==> config.mk <==
export PLATFORM = sky130hd
export DESIGN_NAME = deperf_sync_ctrl
export DESIGN_NICKNAME = d
export VERILOG_FILES = /design/src/rtl/deperf_sync_ctrl.sv
export SDC_FILE = /design/constraint.sdc
export NUM_CORES = 1
export LEC_CHECK = 0
export BUFFER_PORTS_ARGS = -buffer_cell sky130_fd_sc_hd__buf_2
export CORE_MARGIN = 2
export CORE_UTILIZATION = 25
export CTS_CLUSTER_DIAMETER = 30
export DETAILED_ROUTE_END_ITERATION = 7
export PLACE_DENSITY_LB_ADDON = 0.25
export SETUP_SLACK_MARGIN = 0.5
export SYNTH_ARGS = -nofsm -noshare
export SYNTH_HDL_FRONTEND = slang
export SYNTH_SLANG_ARGS = --single-unit
==> constraint.sdc <==
create_clock -name clk -period 4.35 [get_ports clk]
set_input_delay 0.87 -clock clk [delete_from_list [all_inputs] [get_ports clk]]
set_output_delay 0.87 -clock clk [all_outputs]
set_load 0.005 [all_outputs]
==> src/rtl/deperf_sync_ctrl.sv <==
// Deperforator synchronisation controller: judges fixed-length windows of Fano
// decoder error events and slips the puncturing phase until a stable lock is found.
module deperf_sync_ctrl #(
    parameter int WIN_LEN    = 256,
    parameter int ERR_THR    = 32,
    parameter int LOCK_WIN   = 4,
    parameter int UNLOCK_WIN = 4,
    parameter int HOLDOFF    = 64
) (
    input  logic       clk,
    input  logic       reset_n,
    input  logic       i_vld,
    input  logic       i_err,
    input  logic       i_resync,
    output logic       o_sh_pointer,
    output logic       o_lock,
    output logic [7:0] o_slip_cnt
);

    typedef enum logic [1:0] {ST_SEARCH, ST_HOLD, ST_LOCKED} state_t;

    localparam logic [15:0] WIN_LAST    = 16'(WIN_LEN - 1);
    localparam logic [15:0] HOLD_LAST   = 16'(HOLDOFF - 1);
    localparam logic [7:0]  LOCK_LAST   = 8'(LOCK_WIN - 1);
    localparam logic [7:0]  UNLOCK_LAST = 8'(UNLOCK_WIN - 1);
    localparam logic [16:0] ERR_LIMIT   = 17'(ERR_THR);

    state_t      state_q, state_d;
    logic [15:0] win_cnt_q, win_cnt_d;
    logic [15:0] err_cnt_q, err_cnt_d;
    logic [15:0] hold_cnt_q, hold_cnt_d;
    logic [7:0]  good_cnt_q, good_cnt_d;
    logic [7:0]  bad_cnt_q, bad_cnt_d;
    logic [7:0]  slip_cnt_q, slip_cnt_d;
    logic        sh_q, sh_d;
    logic        lock_q, lock_d;

    logic        win_end;
    logic [16:0] err_eval;
    logic        win_bad;

    // The window-end cycle's own error event takes part in the verdict.
    assign win_end  = i_vld && (state_q != ST_HOLD) && (win_cnt_q == WIN_LAST);
    assign err_eval = {1'b0, err_cnt_q} + 17'(i_err);
    assign win_bad  = (err_eval >= ERR_LIMIT);

    always_comb begin
        state_d    = state_q;
        win_cnt_d  = win_cnt_q;
        err_cnt_d  = err_cnt_q;
        hold_cnt_d = hold_cnt_q;
        good_cnt_d = good_cnt_q;
        bad_cnt_d  = bad_cnt_q;
        slip_cnt_d = slip_cnt_q;
        sh_d       = 1'b0;

        if (i_resync) begin
            state_d    = ST_SEARCH;
            win_cnt_d  = '0;
            err_cnt_d  = '0;
            hold_cnt_d = '0;
            good_cnt_d = '0;
            bad_cnt_d  = '0;
        end else if (state_q == ST_HOLD) begin
            if (i_vld) begin
                if (hold_cnt_q == HOLD_LAST) begin
                    state_d    = ST_SEARCH;
                    hold_cnt_d = '0;
                    win_cnt_d  = '0;
                    err_cnt_d  = '0;
                end else begin
                    hold_cnt_d = hold_cnt_q + 16'd1;
                end
            end
        end else if (win_end) begin
            win_cnt_d = '0;
            err_cnt_d = '0;
            if (state_q == ST_SEARCH) begin
                if (win_bad) begin
                    sh_d       = 1'b1;
                    slip_cnt_d = slip_cnt_q + 8'd1;
                    good_cnt_d = '0;
                    hold_cnt_d = '0;
                    state_d    = ST_HOLD;
                end else if (good_cnt_q == LOCK_LAST) begin
                    good_cnt_d = '0;
                    bad_cnt_d  = '0;
                    state_d    = ST_LOCKED;
                end else begin
                    good_cnt_d = good_cnt_q + 8'd1;
                end
            end else begin
                // Losing lock does not slip: the phase was right until recently.
                if (!win_bad) begin
                    bad_cnt_d = '0;
                end else if (bad_cnt_q == UNLOCK_LAST) begin
                    bad_cnt_d  = '0;
                    good_cnt_d = '0;
                    state_d    = ST_SEARCH;
                end else begin
                    bad_cnt_d = bad_cnt_q + 8'd1;
                end
            end
        end else begin
            if (i_vld) begin
                win_cnt_d = win_cnt_q + 16'd1;
            end
            if (i_err && (err_cnt_q != 16'hFFFF)) begin
                err_cnt_d = err_cnt_q + 16'd1;
            end
        end

        lock_d = (state_d == ST_LOCKED);
    end

    always_ff @(posedge clk or negedge reset_n) begin
        if (!reset_n) begin
            state_q    <= ST_SEARCH;
            win_cnt_q  <= '0;
            err_cnt_q  <= '0;
            hold_cnt_q <= '0;
            good_cnt_q <= '0;
            bad_cnt_q  <= '0;
            slip_cnt_q <= '0;
            sh_q       <= 1'b0;
            lock_q     <= 1'b0;
        end else begin
            state_q    <= state_d;
            win_cnt_q  <= win_cnt_d;
            err_cnt_q  <= err_cnt_d;
            hold_cnt_q <= hold_cnt_d;
            good_cnt_q <= good_cnt_d;
            bad_cnt_q  <= bad_cnt_d;
            slip_cnt_q <= slip_cnt_d;
            sh_q       <= sh_d;
            lock_q     <= lock_d;
        end
    end

    assign o_sh_pointer = sh_q;
    assign o_lock       = lock_q;
    assign o_slip_cnt   = slip_cnt_q;

endmodule

# --- Word-level counts from Yosys, hierarchy flattened ---
# Cells that the tools add are included.
# Widths: inputs -> output; s select.
totals:
  register_bits: 76
  inputBits: 5
  out_inout_bits: 10
  wordCells: 98
op_classes:
  addsub: 7
  order_cmp: 1
  eq_ne: 13
  n_mux: 48
  bitwise_logic: 2
  reduce_logical: 18
ops:
  columns: ["cell", "count"]
  rows:
  - ["$mux 16", 17]
  - ["$mux 8", 16]
  - ["$add 16x1->16 const B", 3]
  - ["$add 8x1->8 const B", 3]
  - ["$mux 2", 10]
  - ["$reduce_bool 3->1", 6]
  - ["$add 16x1->17", 1]
  - ["$ge 17x6->1 const B", 1]
  - ["$eq 16x6->1 const B", 1]
  - ["$eq 16x8->1 const B", 1]
  - ["$eq 8x2->1 const B", 2]
  - ["$ne 16x16->1 const B", 1]
  - ["$reduce_and 4->1", 3]
  - ["$ne 3x2->1 const B", 2]
  - ["$ne 3x3->1 const B", 2]
  - ["$reduce_and 3->1", 2]
  - ["$mux 1", 5]
  - ["$reduce_and 5->1", 1]
  - ["$reduce_bool 4->1", 1]
  - ["$logic_and 1x1->1", 3]
  - ["$eq 2x1->1 const B", 1]
  - ["$eq 2x2->1 const B", 1]
  - ["$logic_not 2->1", 1]
  - ["$ne 2x1->1 const B", 1]
  - ["3 further kinds", 4]

# --- Logic depth before layout (Yosys ltp) ---
# Gate-level depths: netlist of run 1.
depth:
  word_depth: 8
  mapped_depth: 12
  depth_no_buf: 8

# --- Worst setup path before layout of run 1 ---
# No wires, ideal clock.
synth_timing:
  kind: "input to register"
  start: "input port i_err"
  end: "register bad_cnt_q[5]"
  setup_ps: 126
  arrival_ps: 3180
  t_required_ps: 4224
  slack_ps: 1044
  stages: 10
  path_buffers: 2
  path_cell_list: "ha_1 ha_1 and3_1 a311o_1 a211o_1 nor3_1 buf_2 clkbuf_1 nor3_1 a221o_1"
synth_via:
  elab_chain_cells: 7
  elab_cells_between_ends: 9
  cone_classes: "add/sub: 1; order compare: 1; eq/ne: 1; mux: 5; reduce/logical: 1"
synth_rtl:
  columns: ["item", "line", "text"]
  rows:
  - ["from (decl)", "13", "input logic i_err,"]
  - ["$add 16x1->17 *", "44", "assign err_eval = {1'b0, err_cnt_q} + 17'(i_err);"]
  - ["$ge 17x6->1 *", "45", "assign win_bad = (err_eval >= ERR_LIMIT);"]
  - ["$mux 8", "94", "if (!win_bad) begin"]
  - ["$mux 8", "78", "if (state_q == ST_SEARCH) begin"]
  - ["$mux 8", "75", "end else if (win_end) begin"]
  - ["$mux 8", "64", "end else if (state_q == ST_HOLD) begin"]
  - ["$mux 8", "57", "if (i_resync) begin"]
  - ["to (signal assigned)", "133", "bad_cnt_q <= bad_cnt_d;"]
  - ["to (decl)", "33", "logic [7:0] bad_cnt_q, bad_cnt_d;"]
# Every way passes the cells marked *; elsewhere a longest branch is shown, timed or not. The select of a mux whose other input is x is not followed.
# A chain may end at the register's enable or synchronous reset.

# --- Worst setup path in the final report of run 1 ---
# Same ends and word-level chain as after synthesis.

==> results of run 1 <==
power by group through the flow:
stage,clock (mW),combinational (mW),sequential [mW]
2_1_floorplan,0,0.0888,0.743
3_3_place_gp,0,0.133,0.756
3_5_place_dp,0,0.133,0.756
4_1_cts,0.847,0.134,0.743
5_1_grt,0.880,0.151,0.746
6_report,0.815,0.133,0.744
worst reg2reg max path: stages (launching register included):
cell and delay (ns):
sky130_fd_sc_hd__dfrtp_1 0.44, sky130_fd_sc_hd__nor2b_1 0.47, sky130_fd_sc_hd__nor4_1 0.15, sky130_fd_sc_hd__and4_1 0.24, sky130_fd_sc_hd__nor3_1 0.89, sky130_fd_sc_hd__nor2_1 0.08
sky130_fd_sc_hd__buf_4 0.25, sky130_fd_sc_hd__or4_1 0.49, sky130_fd_sc_hd__nand2_1 0.08
routing by layer:
layer,vias up,wire (um),global-route usage
met5,-,0,0
met4,0,210,0.0424
met3,14,394,0.0336
met2,84,4970,0.187
met1,1884,5360,0.155
li1,1919,-,-
layout by cell type, fill, tap and decap left out, types with 3 or more instances in the layout:
cell	instances
sky130_fd_sc_hd__o21ai_0	29
sky130_fd_sc_hd__a21o_1	4
sky130_fd_sc_hd__clkbuf_16	9
sky130_fd_sc_hd__and2_1	3
sky130_fd_sc_hd__nor4b_1	4
sky130_fd_sc_hd__buf_2	13
sky130_fd_sc_hd__nor3_1	25
sky130_fd_sc_hd__dfrtp_1	76
sky130_fd_sc_hd__a21oi_1	11
sky130_fd_sc_hd__nor3b_1	4
sky130_fd_sc_hd__o211ai_1	13
sky130_fd_sc_hd__o311a_1	4
sky130_fd_sc_hd__or4_1	6
sky130_fd_sc_hd__and3_1	13
sky130_fd_sc_hd__a31oi_1	11
sky130_fd_sc_hd__nor4_1	8
sky130_fd_sc_hd__and4_1	5
sky130_fd_sc_hd__xor2_1	17
sky130_fd_sc_hd__ha_1	8
sky130_fd_sc_hd__buf_4	11
sky130_fd_sc_hd__nor2b_1	4
sky130_fd_sc_hd__o31ai_1	6
sky130_fd_sc_hd__a211o_1	4
sky130_fd_sc_hd__a221o_1	6
sky130_fd_sc_hd__nor2_1	38
sky130_fd_sc_hd__mux2_2	6
sky130_fd_sc_hd__o2111ai_1	4
sky130_fd_sc_hd__nand4_1	23
sky130_fd_sc_hd__nand2b_1	4
sky130_fd_sc_hd__or2_2	7
sky130_fd_sc_hd__inv_1	24
sky130_fd_sc_hd__nand2_1	47
sky130_fd_sc_hd__nand3_1	28
sky130_fd_sc_hd__or3_1	11
state kept, by name (all words and copies together), names as in the netlist:
name / flops
state_q: 2
bad_cnt_q: 8
good_cnt_q: 8
o_sh_pointer: 1
err_cnt_q: 16
win_cnt_q: 16
o_lock: 1
o_slip_cnt: 8
hold_cnt_q: 16
cell families (layout without fill, tap and decap cells):
family                   Yosys count  in the layout  synth area share
flip-flops                        76             76             0.423
buffers and inverters             51             64            0.0456
AND/OR/NAND/NOR                  238            238             0.280
XOR/XNOR                          19             19            0.0370
AO/OA/AOI/OAI                    111            111             0.173
adder cells (fa/ha/maj)            8              8            0.0223
multiplexers                       8              8            0.0195
worst max-delay path by stage:
stage	startpoint	to	slack (ns)	depth (start not counted)
after global routing	state_q[0]	err_cnt_q[13]	0.97	8
after detailed placement	i_err	bad_cnt_q[2]	0.79	9
after global placement	i_err	bad_cnt_q[2]	0.83	9
final	i_err	bad_cnt_q[5]	1.12	9
after CTS	i_err	bad_cnt_q[5]	1.14	9
after floorplan	i_err	bad_cnt_q[5]	1.04	10
per-stage QoR:
step                      utilization  std cells  hold WS, ns  worst slack [ns]  instance area [um^2]
after CTS                       0.290        753        0.473              1.14                  5150
final                           0.290        753        0.469              1.12                  5150
after floorplan                     -        511        0.456              1.04                  4500
after detailed placement        0.272        737        0.460             0.789                  4830
after global placement          0.272        737        0.452             0.834                  4830
after global routing            0.290        753        0.502             0.972                  5150
final cells by class:
class                      count  area [um^2]  area share
clock buffer                   9          225      0.0437
clock inverter                 7         98.8      0.0192
tap                          229          287      0.0556
sequential                    76         1900       0.369
timing repair buffer          24          148      0.0286
multi-input combinational    384         2400       0.466
inverter                      24         90.1      0.0175
==> run_summary.xml, run 1 <==
<?xml version="1.0" encoding="UTF-8"?>
<metrics>
  <group name="worst_setup_path">
    <metric name="critical-path-top-cell-by-count" unit="">sky130_fd_sc_hd__ha_1</metric>
    <metric name="crit_required" unit="ns">4.58</metric>
    <metric name="r2r_end" unit="">err_cnt_q[13]</metric>
    <metric name="worst-path-max-fanout" unit="">8</metric>
    <metric name="cp-start-kind" unit="">input port</metric>
    <metric name="critPathTopFamily" unit="">compound AO/OA/AOI/OAI gates</metric>
    <metric name="worst-endpoint-arrival" unit="ns">3.45</metric>
    <metric name="reg2reg_depth" unit="">8</metric>
    <metric name="ff2ff_setup_slack" unit="ns">1.21</metric>
    <metric name="timing.critical_path.cells" unit="">buf_2 -&gt; ha_1 -&gt; ha_1 -&gt; and3_1 -&gt; a311o_1 -&gt; a211o_1 -&gt; nor3_2 -&gt; a31oi_1 -&gt; a221o_1</metric>
    <metric name="path_class" unit="">input port to flip-flop</metric>
    <metric name="critical_path.reg2reg.startpoint" unit="">state_q[0]</metric>
    <metric name="cp_slowest_stage_delay" unit="ns">0.44</metric>
    <metric name="cp_num_buf_inv" unit="">1</metric>
    <metric name="setup.worst_path.end_class" unit="">flip-flop</metric>
    <metric name="cpMaxStageDelayCell" unit="">sky130_fd_sc_hd__a221o_1</metric>
  </group>
  <group name="power">
    <metric name="swShare" unit="">0.254</metric>
    <metric name="power_leakage" unit="nW">2.18</metric>
    <metric name="internal-power" unit="mW">1.26</metric>
    <metric name="sequentialPowerShare" unit="">0.440</metric>
    <metric name="total_net_switching_power" unit="uW">430</metric>
    <metric name="ir_drop" unit="uV">169</metric>
    <metric name="cellPowerDensity" unit="mW/mm^2">328</metric>
    <metric name="totalPowerFinal" unit="mW">1.69</metric>
    <metric name="power_frac_clock" unit="">0.482</metric>
    <metric name="power_frac_comb" unit="">0.079</metric>
  </group>
  <group name="clock_network">
    <metric name="cts_sink_count" unit="">76</metric>
    <metric name="clock_insertion_delay_worst_skew" unit="ns">0.35</metric>
    <metric name="cts.clk_slew.worst_paths" unit="ns">0.06</metric>
    <metric name="post_cts_resize_count" unit="">0</metric>
    <metric name="clock_buffers_created_by_tritoncts" unit="">9</metric>
    <metric name="cts_tree" unit="">built</metric>
    <metric name="clockBufferDepth" unit="">2</metric>
    <metric name="htree_num_levels" unit="">3</metric>
    <metric name="cts_setup_buffers" unit="">0</metric>
    <metric name="postCtsHoldBufs" unit="">0</metric>
    <metric name="root_buffer" unit="">sky130_fd_sc_hd__clkbuf_16</metric>
  </group>
  <group name="worst_hold_path">
    <metric name="min_path_type" unit="">flip-flop to flip-flop</metric>
    <metric name="min_from" unit="">o_slip_cnt[7]</metric>
    <metric name="worstHoldPathCells" unit="">1</metric>
    <metric name="holdPathEnd" unit="">o_slip_cnt[7]</metric>
  </group>
  <group name="yosys">
    <metric name="synth.top_cells.by_count" unit="">sky130_fd_sc_hd__dfrtp_1, sky130_fd_sc_hd__nand2_1, sky130_fd_sc_hd__nor2_1, sky130_fd_sc_hd__o21ai_0, sky130_fd_sc_hd__nand3_1</metric>
    <metric name="ys_ff_latch" unit="">76</metric>
    <metric name="synth.lib_cells_used.distinct" unit="">59</metric>
    <metric name="number_of_synthesized_flops_with_an_enable_pin" unit="">0</metric>
    <metric name="synth.most_common_cell" unit="">sky130_fd_sc_hd__dfrtp_1</metric>
    <metric name="ys_dominant_reg_cell" unit="">sky130_fd_sc_hd__dfrtp_1</metric>
    <metric name="mappedNetlistNets" unit="">524</metric>
    <metric name="netlist.top_cell.by_area" unit="">sky130_fd_sc_hd__dfrtp_1</metric>
    <metric name="synth_cells" unit="">511</metric>
    <metric name="synth.yosys.seq_area_share" unit="">0.423</metric>
    <metric name="syn-cell-area" unit="mm^2">0.00450</metric>
    <metric name="ys_top_cells_by_area" unit="">sky130_fd_sc_hd__dfrtp_1, sky130_fd_sc_hd__nand2_1, sky130_fd_sc_hd__xor2_1, sky130_fd_sc_hd__o21ai_0, sky130_fd_sc_hd__nand4_1</metric>
    <metric name="synth_async_reset_ratio" unit="">1.00</metric>
    <metric name="synthDominantCellAreaShare" unit="">0.423</metric>
    <metric name="yosysWarningCount" unit="">0</metric>
    <metric name="avgSynthCellArea" unit="um^2">8.80</metric>
  </group>
  <group name="global_routing">
    <metric name="overall_global_routing_resource_usage" unit="">0.118</metric>
    <metric name="final_global_route_overflow_total" unit="">0</metric>
    <metric name="grt_pass1_wl" unit="um">18500</metric>
    <metric name="number_of_antenna_violations_at_the_first_check_in_global_routing" unit="">0</metric>
    <metric name="pin_count_of_the_biggest_net_entering_global_routing" unit="">45</metric>
    <metric name="via_count_of_the_first_global_routing_pass" unit="">3724</metric>
  </group>
  <group name="timing">
    <metric name="final_min_period_over_clock_period" unit="">0.741</metric>
    <metric name="report.final.setup_viol" unit="">0</metric>
    <metric name="timing.final.hold_violations" unit="">0</metric>
    <metric name="unrepaired_setup_endpoints_after_global_routing" unit="">false</metric>
    <metric name="final.min_clock_period" unit="ns">3.23</metric>
    <metric name="maxSlewViolCount" unit="">0</metric>
    <metric name="fmax" unit="MHz">310</metric>
    <metric name="clock_skew" unit="ns">0.00755</metric>
    <metric name="fin_tns_setup" unit="ns">0</metric>
    <metric name="max_slew.worst_pin.slew" unit="ns">1.17</metric>
    <metric name="headroom_to_the_max_slew_limit" unit="">0.214</metric>
  </group>
  <group name="placement">
    <metric name="routabilityCongestion" unit="">0.822</metric>
    <metric name="port-buffer-count" unit="">14</metric>
    <metric name="detailed_place_hpwl" unit="um">7450</metric>
  </group>
  <group name="layout">
    <metric name="finalNetCount" unit="">532</metric>
    <metric name="post_route_cells_drive_above_1_share" unit="">0.113</metric>
    <metric name="synthToLayoutAreaGrowth" unit="%">14.6</metric>
    <metric name="diodes" unit="">0</metric>
    <metric name="fillcell_total" unit="">1869</metric>
  </group>
  <group name="floorplanning">
    <metric name="num_io_pins" unit="">15</metric>
    <metric name="floorplan.initialDensity" unit="">0.253</metric>
    <metric name="full_die_area" unit="mm^2">0.0191</metric>
    <metric name="placement_rows" unit="">49</metric>
    <metric name="fp.dieW" unit="um">138</metric>
    <metric name="die_y" unit="um">138</metric>
    <metric name="fp.coreArea" unit="mm^2">0.0178</metric>
  </group>
  <group name="flow_run">
    <metric name="max_cap_violations" unit="">0</metric>
  </group>
  <group name="route">
    <metric name="routedWlPerCell" unit="um">14.5</metric>
    <metric name="drt_first_iter_violations" unit="">279</metric>
    <metric name="drtPass1Iterations" unit="">5</metric>
    <metric name="antenna_violating_nets_post_route" unit="">0</metric>
    <metric name="via_density_per_instance" unit="">5.18</metric>
    <metric name="total_detailed_routing_wirelength" unit="um">10900</metric>
    <metric name="routed-via-count" unit="">3901</metric>
    <metric name="drc" unit="">0</metric>
  </group>
  <group name="outcome">
    <metric name="result_of_the_run" unit="">complete, no violations</metric>
  </group>
</metrics>
Note: power is estimated with default switching activity, not from simulation.
==> inputs of run 2 (changes only) <==
==> constraint.sdc (replaced) <==
create_clock -name clk -period 2.88 [get_ports clk]
set_input_delay 0.576 -clock clk [delete_from_list [all_inputs] [get_ports clk]]
set_output_delay 0.576 -clock clk [all_outputs]
set_load 0.005 [all_outputs]
==> run 2 against run 1 <==
Against the previous run:
- sequential power rose by 52%
- critical path depth fell by 1
- worst setup slack got worse by 0.79 ns
- largest power group unchanged
==> run_summary.xml, run 2 (synthesis results as in run 1) <==
<?xml version="1.0" encoding="UTF-8"?>
<metrics>
  <group name="global_routing">
    <metric name="number_of_antenna_violations_at_the_first_check_in_global_routing" unit="">0</metric>
    <metric name="final_global_route_overflow_total" unit="">0</metric>
    <metric name="grt_util_met1" unit="">0.178</metric>
    <metric name="grt_pass1_wl" unit="um">20600</metric>
    <metric name="layer_with_the_highest_usage" unit="">met2</metric>
    <metric name="pin_count_of_the_biggest_net_entering_global_routing" unit="">42</metric>
    <metric name="overall_global_routing_resource_usage" unit="">0.131</metric>
    <metric name="via_count_of_the_first_global_routing_pass" unit="">3996</metric>
    <metric name="grt_use_met3" unit="">0.0229</metric>
    <metric name="grtUsageMet2" unit="">0.205</metric>
  </group>
  <group name="route">
    <metric name="drt_first_iter_violations" unit="">302</metric>
    <metric name="drtPass1Iterations" unit="">4</metric>
    <metric name="via_density_per_instance" unit="">5.14</metric>
    <metric name="antenna_violating_nets_post_route" unit="">0</metric>
    <metric name="drc" unit="">0</metric>
    <metric name="routedWlPerCell" unit="um">15.2</metric>
    <metric name="total_detailed_routing_wirelength" unit="um">12200</metric>
    <metric name="routed-via-count" unit="">4125</metric>
  </group>
  <group name="worst_hold_path">
    <metric name="min_path_type" unit="">input port to async pin</metric>
  </group>
  <group name="worst_setup_path">
    <metric name="worst-path-max-fanout" unit="">7</metric>
    <metric name="r2r_end" unit="">win_cnt_q[13]</metric>
    <metric name="worstSetupStartpoint" unit="">hold_cnt_q[0]</metric>
    <metric name="cp-start-kind" unit="">flip-flop</metric>
    <metric name="crit_required" unit="ns">3.15</metric>
    <metric name="critical_path.reg2reg.startpoint" unit="">hold_cnt_q[0]</metric>
    <metric name="setup.worst_path.end" unit="">win_cnt_q[13]</metric>
    <metric name="path_class" unit="">flip-flop to flip-flop</metric>
    <metric name="ff2ff_setup_slack" unit="ns">0.33</metric>
    <metric name="worst-endpoint-arrival" unit="ns">2.82</metric>
    <metric name="setup.worst_path.end_class" unit="">flip-flop</metric>
    <metric name="reg2reg_depth" unit="">8</metric>
  </group>
  <group name="clock_network">
    <metric name="cts.clk_slew.worst_paths" unit="ns">0.06</metric>
    <metric name="postCtsHoldBufs" unit="">0</metric>
    <metric name="clock_insertion_delay_worst_skew" unit="ns">0.35</metric>
    <metric name="cts_sink_count" unit="">76</metric>
    <metric name="clock_buffers_created_by_tritoncts" unit="">9</metric>
    <metric name="root_buffer" unit="">sky130_fd_sc_hd__clkbuf_16</metric>
    <metric name="htree_num_levels" unit="">3</metric>
    <metric name="clockBufferDepth" unit="">2</metric>
    <metric name="cts_tree" unit="">built</metric>
  </group>
  <group name="power">
    <metric name="totalPowerFinal" unit="mW">2.93</metric>
    <metric name="power_leakage" unit="nW">2.61</metric>
    <metric name="cellPowerDensity" unit="mW/mm^2">477</metric>
    <metric name="ir_drop" unit="uV">245</metric>
  </group>
  <group name="floorplanning">
    <metric name="die_y" unit="um">138</metric>
    <metric name="num_io_pins" unit="">15</metric>
    <metric name="placement_rows" unit="">49</metric>
    <metric name="floorplan.initialDensity" unit="">0.253</metric>
    <metric name="fp.coreArea" unit="mm^2">0.0178</metric>
    <metric name="fp.dieW" unit="um">138</metric>
    <metric name="full_die_area" unit="mm^2">0.0191</metric>
  </group>
  <group name="layout">
    <metric name="synthToLayoutAreaGrowth" unit="%">36.5</metric>
    <metric name="post_route_cells_drive_above_1_share" unit="">0.307</metric>
    <metric name="mostFrequentLayoutCells" unit="">sky130_fd_sc_hd__dfrtp_1, sky130_fd_sc_hd__nand2_1, sky130_fd_sc_hd__buf_4</metric>
    <metric name="diodes" unit="">0</metric>
    <metric name="fillcell_total" unit="">1794</metric>
    <metric name="final_common_cell" unit="">sky130_fd_sc_hd__dfrtp_1</metric>
    <metric name="biggestRegsByFlops" unit="">err_cnt_q (16), hold_cnt_q (16), win_cnt_q (16)</metric>
    <metric name="finalNetCount" unit="">582</metric>
  </group>
  <group name="timing">
    <metric name="clock_skew" unit="ns">0.00745</metric>
    <metric name="whs" unit="ns">0.200</metric>
    <metric name="timing.final.hold_violations" unit="">0</metric>
    <metric name="unrepaired_setup_endpoints_after_global_routing" unit="">true</metric>
    <metric name="final_min_period_over_clock_period" unit="">0.885</metric>
    <metric name="report.final.setup_viol" unit="">0</metric>
    <metric name="headroom_to_the_max_slew_limit" unit="">0.419</metric>
    <metric name="maxSlewViolCount" unit="">0</metric>
    <metric name="max_slew.worst_pin.slew" unit="ns">0.863</metric>
    <metric name="final.min_clock_period" unit="ns">2.55</metric>
    <metric name="fmax" unit="MHz">392</metric>
  </group>
  <group name="placement">
    <metric name="port-buffer-count" unit="">14</metric>
    <metric name="detailed_place_hpwl" unit="um">7970</metric>
    <metric name="routabilityCongestion" unit="">0.833</metric>
  </group>
  <group name="outcome">
    <metric name="result_of_the_run" unit="">complete, no violations</metric>
  </group>
  <group name="flow_run">
    <metric name="max_cap_violations" unit="">0</metric>
  </group>
</metrics>
-- run 2: cell types whose count changed in the layout (fill, tap and decap cells not counted), moves of 5 or more --
cell / previous run / this run
sky130_fd_sc_hd__dfrtp_1: 76 / 67
sky130_fd_sc_hd__dfrtp_2: 0 / 9
sky130_fd_sc_hd__nor3_1: 25 / 20
sky130_fd_sc_hd__buf_6: 0 / 11
sky130_fd_sc_hd__o21ai_0: 29 / 19
sky130_fd_sc_hd__o21ai_2: 0 / 5
sky130_fd_sc_hd__nor2_1: 38 / 32
sky130_fd_sc_hd__nor4_1: 8 / 3
sky130_fd_sc_hd__buf_4: 11 / 41
-- run 2: stage by stage --
stage | cells | worst slack, ns | TNS [ns] | utilization | area [um^2]
after global placement | 752 | -0.0523 | -0.247 | 0.291 | 5170
final | 802 | 0.332 | 0 | 0.345 | 6140
after global routing | 802 | 0.240 | 0 | 0.345 | 6140
after detailed placement | 752 | -0.0898 | -0.486 | 0.291 | 5170
after CTS | 793 | 0.339 | 0 | 0.330 | 5870
after floorplan | 511 | 0.140 | 0 | - | 4750
-- run 2: repair_timing --
action,4_1_cts,5_1_grt
setup buffers,24,8
resized for setup,36,43
pin swaps,27,20
setup endpoints to repair,68,69
cloned,2,1
-- run 2: final cells by class --
class                           count  area [um^2]  area share
Timing Repair Buffer               73          659       0.107
Clock buffer                       11          243      0.0395
Sequential cell                    76         1910       0.312
Clock inverter                      4         97.6      0.0159
Multi-Input combinational cell    385         2850       0.464
Inverter                           24         90.1      0.0147
Tap cell                          229          287      0.0467
-- run 2: power by group --
part / switching, mW / internal (mW) / total [mW] / leakage, nW
Sequential: 0.0402 / 1.09 / 1.13 / 1.04
Clock: 0.475 / 0.867 / 1.34 / 0.162
Combinational: 0.233 / 0.228 / 0.460 / 1.40
Total: 0.748 / 2.18 / 2.93 / 2.61
-- run 2: critical path: stages, from the launching register on --
cell and delay, ns:
sky130_fd_sc_hd__dfrtp_1 0.35, sky130_fd_sc_hd__ha_2 0.19, sky130_fd_sc_hd__nand3_2 0.08, sky130_fd_sc_hd__or2_4 0.27, sky130_fd_sc_hd__o311a_1 0.35, sky130_fd_sc_hd__or2_4 0.25
sky130_fd_sc_hd__or4_4 0.53, sky130_fd_sc_hd__or3_1 0.34, sky130_fd_sc_hd__a21oi_2 0.12
-- run 2: worst min path at each step --
stage / start / slack (ns) / cells past startpoint / end
2_1_floorplan: reset_n / 0.28 / 0 / bad_cnt_q[0]
3_3_place_gp: o_slip_cnt[7] / 0.46 / 1 / o_slip_cnt[7]
3_5_place_dp: o_slip_cnt[7] / 0.47 / 1 / o_slip_cnt[7]
4_1_cts: reset_n / 0.22 / 1 / bad_cnt_q[3]
5_1_grt: reset_n / 0.25 / 1 / bad_cnt_q[4]
6_report: reset_n / 0.20 / 1 / bad_cnt_q[5]
-- run 2: layer usage --
layer  wire [um]  vias up
li1            -     2025
met1        5850     2013
met2        5760       67
met3         371       20
met4         245        0
met5           0        -
==> inputs of run 3 (changes only) <==
--- a/config.mk
+++ b/config.mk
@@ -6,6 +6,7 @@
 export NUM_CORES = 1
 export LEC_CHECK = 0
 export BUFFER_PORTS_ARGS = -buffer_cell sky130_fd_sc_hd__buf_2
+export CORE_ASPECT_RATIO = 1.75
 export CORE_MARGIN = 2
 export CORE_UTILIZATION = 25
 export CTS_CLUSTER_DIAMETER = 30
==> run 3 against run 2 <==
Against the previous run:
- flip-flop and latch count unchanged
- core utilization up 1.4 points
- first-iteration DRC count down 24%
- power down 7.7%
- register-to-register slack worse by 0.07 ns
- sequential share of layout area down 0.86 points
- via count up 4.0%
- final area up 2.5%
==> run_summary.xml, run 3 (synthesis results as in run 1) <==
<?xml version="1.0" encoding="UTF-8"?>
<metrics>
  <group name="global_routing">
    <metric name="number_of_antenna_violations_at_the_first_check_in_global_routing" unit="">0</metric>
    <metric name="via_count_of_the_first_global_routing_pass" unit="">4247</metric>
    <metric name="final_global_route_overflow_total" unit="">0</metric>
    <metric name="grt_pass1_wl" unit="um">21100</metric>
    <metric name="overall_global_routing_resource_usage" unit="">0.137</metric>
    <metric name="pin_count_of_the_biggest_net_entering_global_routing" unit="">43</metric>
  </group>
  <group name="worst_setup_path">
    <metric name="timing.critical_path.cells" unit="">ha_2 -&gt; nand3_2 -&gt; or2_4 -&gt; o311a_4 -&gt; or2_4 -&gt; or4_4 -&gt; or3_4 -&gt; a21oi_2</metric>
    <metric name="setup.worst_path.end_class" unit="">flip-flop</metric>
    <metric name="critical-path-top-cell-by-count" unit="">sky130_fd_sc_hd__or2_4</metric>
    <metric name="worst-endpoint-arrival" unit="ns">2.88</metric>
    <metric name="worst-path-max-fanout" unit="">7</metric>
    <metric name="crit_required" unit="ns">3.15</metric>
    <metric name="cp_slowest_stage_delay" unit="ns">0.53</metric>
    <metric name="cp-start-kind" unit="">flip-flop</metric>
    <metric name="cpMaxStageDelayCell" unit="">sky130_fd_sc_hd__or4_4</metric>
    <metric name="critPathTopFamily" unit="">simple AND/OR/NAND/NOR gates</metric>
    <metric name="cp_num_buf_inv" unit="">0</metric>
    <metric name="path_class" unit="">flip-flop to flip-flop</metric>
  </group>
  <group name="route">
    <metric name="drtPass1Iterations" unit="">4</metric>
    <metric name="via_density_per_instance" unit="">5.19</metric>
    <metric name="routedWlPerCell" unit="um">15.7</metric>
    <metric name="routed-via-count" unit="">4290</metric>
    <metric name="drt_first_iter_violations" unit="">230</metric>
    <metric name="drc" unit="">0</metric>
    <metric name="antenna_violating_nets_post_route" unit="">0</metric>
    <metric name="total_detailed_routing_wirelength" unit="um">13000</metric>
  </group>
  <group name="layout">
    <metric name="diodes" unit="">0</metric>
    <metric name="utilization" unit="">0.359</metric>
    <metric name="final_common_cell" unit="">sky130_fd_sc_hd__dfrtp_1</metric>
    <metric name="synthToLayoutAreaGrowth" unit="%">39.9</metric>
    <metric name="biggestRegsByFlops" unit="">err_cnt_q (16), hold_cnt_q (16), win_cnt_q (16)</metric>
    <metric name="post_route_cells_drive_above_1_share" unit="">0.324</metric>
    <metric name="mostFrequentLayoutCells" unit="">sky130_fd_sc_hd__dfrtp_1, sky130_fd_sc_hd__buf_4, sky130_fd_sc_hd__nand2_1</metric>
    <metric name="finalNetCount" unit="">604</metric>
  </group>
  <group name="power">
    <metric name="cellPowerDensity" unit="mW/mm^2">430</metric>
    <metric name="ir_drop" unit="uV">225</metric>
    <metric name="power_leakage" unit="nW">2.68</metric>
  </group>
  <group name="clock_network">
    <metric name="clock_insertion_delay_worst_skew" unit="ns">0.34</metric>
    <metric name="root_buffer" unit="">sky130_fd_sc_hd__clkbuf_16</metric>
    <metric name="postCtsHoldBufs" unit="">0</metric>
    <metric name="htree_num_levels" unit="">3</metric>
    <metric name="cts_sink_count" unit="">76</metric>
    <metric name="cts_tree" unit="">built</metric>
    <metric name="clockBufferDepth" unit="">2</metric>
    <metric name="cts.clk_slew.worst_paths" unit="ns">0.06</metric>
    <metric name="clock_buffers_created_by_tritoncts" unit="">9</metric>
  </group>
  <group name="timing">
    <metric name="final_min_period_over_clock_period" unit="">0.908</metric>
    <metric name="fin_tns_setup" unit="ns">0</metric>
    <metric name="max_slew.worst_pin.slew" unit="ns">0.869</metric>
    <metric name="final.min_clock_period" unit="ns">2.62</metric>
    <metric name="unrepaired_setup_endpoints_after_global_routing" unit="">true</metric>
    <metric name="report.final.setup_viol" unit="">0</metric>
    <metric name="maxSlewViolCount" unit="">0</metric>
    <metric name="headroom_to_the_max_slew_limit" unit="">0.415</metric>
    <metric name="clock_skew" unit="ns">0.00991</metric>
    <metric name="timing.final.hold_violations" unit="">0</metric>
    <metric name="fmax" unit="MHz">382</metric>
  </group>
  <group name="outcome">
    <metric name="result_of_the_run" unit="">complete, no violations</metric>
  </group>
  <group name="floorplanning">
    <metric name="num_io_pins" unit="">15</metric>
    <metric name="placement_rows" unit="">64</metric>
    <metric name="fp.dieW" unit="um">105</metric>
    <metric name="die_y" unit="um">181</metric>
    <metric name="fp.coreArea" unit="mm^2">0.0175</metric>
    <metric name="floorplan.initialDensity" unit="">0.256</metric>
    <metric name="full_die_area" unit="mm^2">0.0191</metric>
  </group>
  <group name="placement">
    <metric name="detailed_place_hpwl" unit="um">8590</metric>
    <metric name="port-buffer-count" unit="">14</metric>
    <metric name="routabilityCongestion" unit="">0.903</metric>
  </group>
  <group name="flow_run">
    <metric name="max_cap_violations" unit="">0</metric>
  </group>
  <group name="worst_hold_path">
    <metric name="min_path_type" unit="">input port to async pin</metric>
  </group>
</metrics>
==> run 3: area by class of cell <==
| class | instances | area [um^2] |
|---|---|---|
| multi-input combinational | 385 | 2850 |
| tap | 231 | 289 |
| inverter | 24 | 90.1 |
| clock inverter | 6 | 41.3 |
| clock buffer | 10 | 229 |
| timing repair buffer | 95 | 887 |
| sequential | 76 | 1910 |
| fill | 1766 | 11200 |
==> run 3: stage by stage <==
stage	hold slack [ns]	setup WS (ns)	instances	instance area (um^2)	power, mW
final	0.203	0.265	827	6290	2.70
after global routing	0.242	0.218	827	6290	2.82
after CTS	0.220	0.292	805	5930	2.66
after detailed placement	0.457	-0.0815	765	5260	1.42
after global placement	0.453	-0.0299	765	5260	1.42
after floorplan	0.280	0.140	511	4750	1.33
==> run 3: power by group <==
| group | switching (mW) | internal, mW | total (mW) | leakage [nW] |
|---|---|---|---|---|
| clock | 0.458 | 0.582 | 1.04 | 0.124 |
| sequential | 0.0256 | 1.09 | 1.11 | 1.05 |
| combinational | 0.260 | 0.292 | 0.552 | 1.51 |
| total | 0.744 | 1.96 | 2.70 | 2.68 |
==> run 3: final timing paths <==
| check | startpoint | endpoint | slack (ns) | cells after the start |
|---|---|---|---|---|
| worst max register to register | hold_cnt_q[0] | win_cnt_q[13] | 0.26 | 8 |
| worst min register to register | o_slip_cnt[7] | o_slip_cnt[7] | 0.46 | 1 |
| worst max-delay path | hold_cnt_q[0] | win_cnt_q[13] | 0.26 | 8 |
| min in group clk | o_slip_cnt[7] | o_slip_cnt[7] | 0.46 | 1 |
| max in group asynchronous | reset_n | hold_cnt_q[9] | 2.05 | 2 |
| worst min-delay path | reset_n | win_cnt_q[4] | 0.20 | 1 |
==> run 3: timing repair <==
action,4_1_cts,5_1_grt
pin swaps,22,24
gates resized for setup,38,37
buffers inserted,21,22
gates cloned,3,0
setup endpoints to repair,58,68
==> run 3: per-layer routing <==
| metal | part of all wire | wire length [um] | track usage |
|---|---|---|---|
| met5 | 0 | 0 | 0 |
| met4 | 0.028 | 358 | 0.0651 |
| met3 | 0.021 | 271 | 0.0212 |
| met2 | 0.55 | 7180 | 0.260 |
| met1 | 0.40 | 5160 | 0.144 |
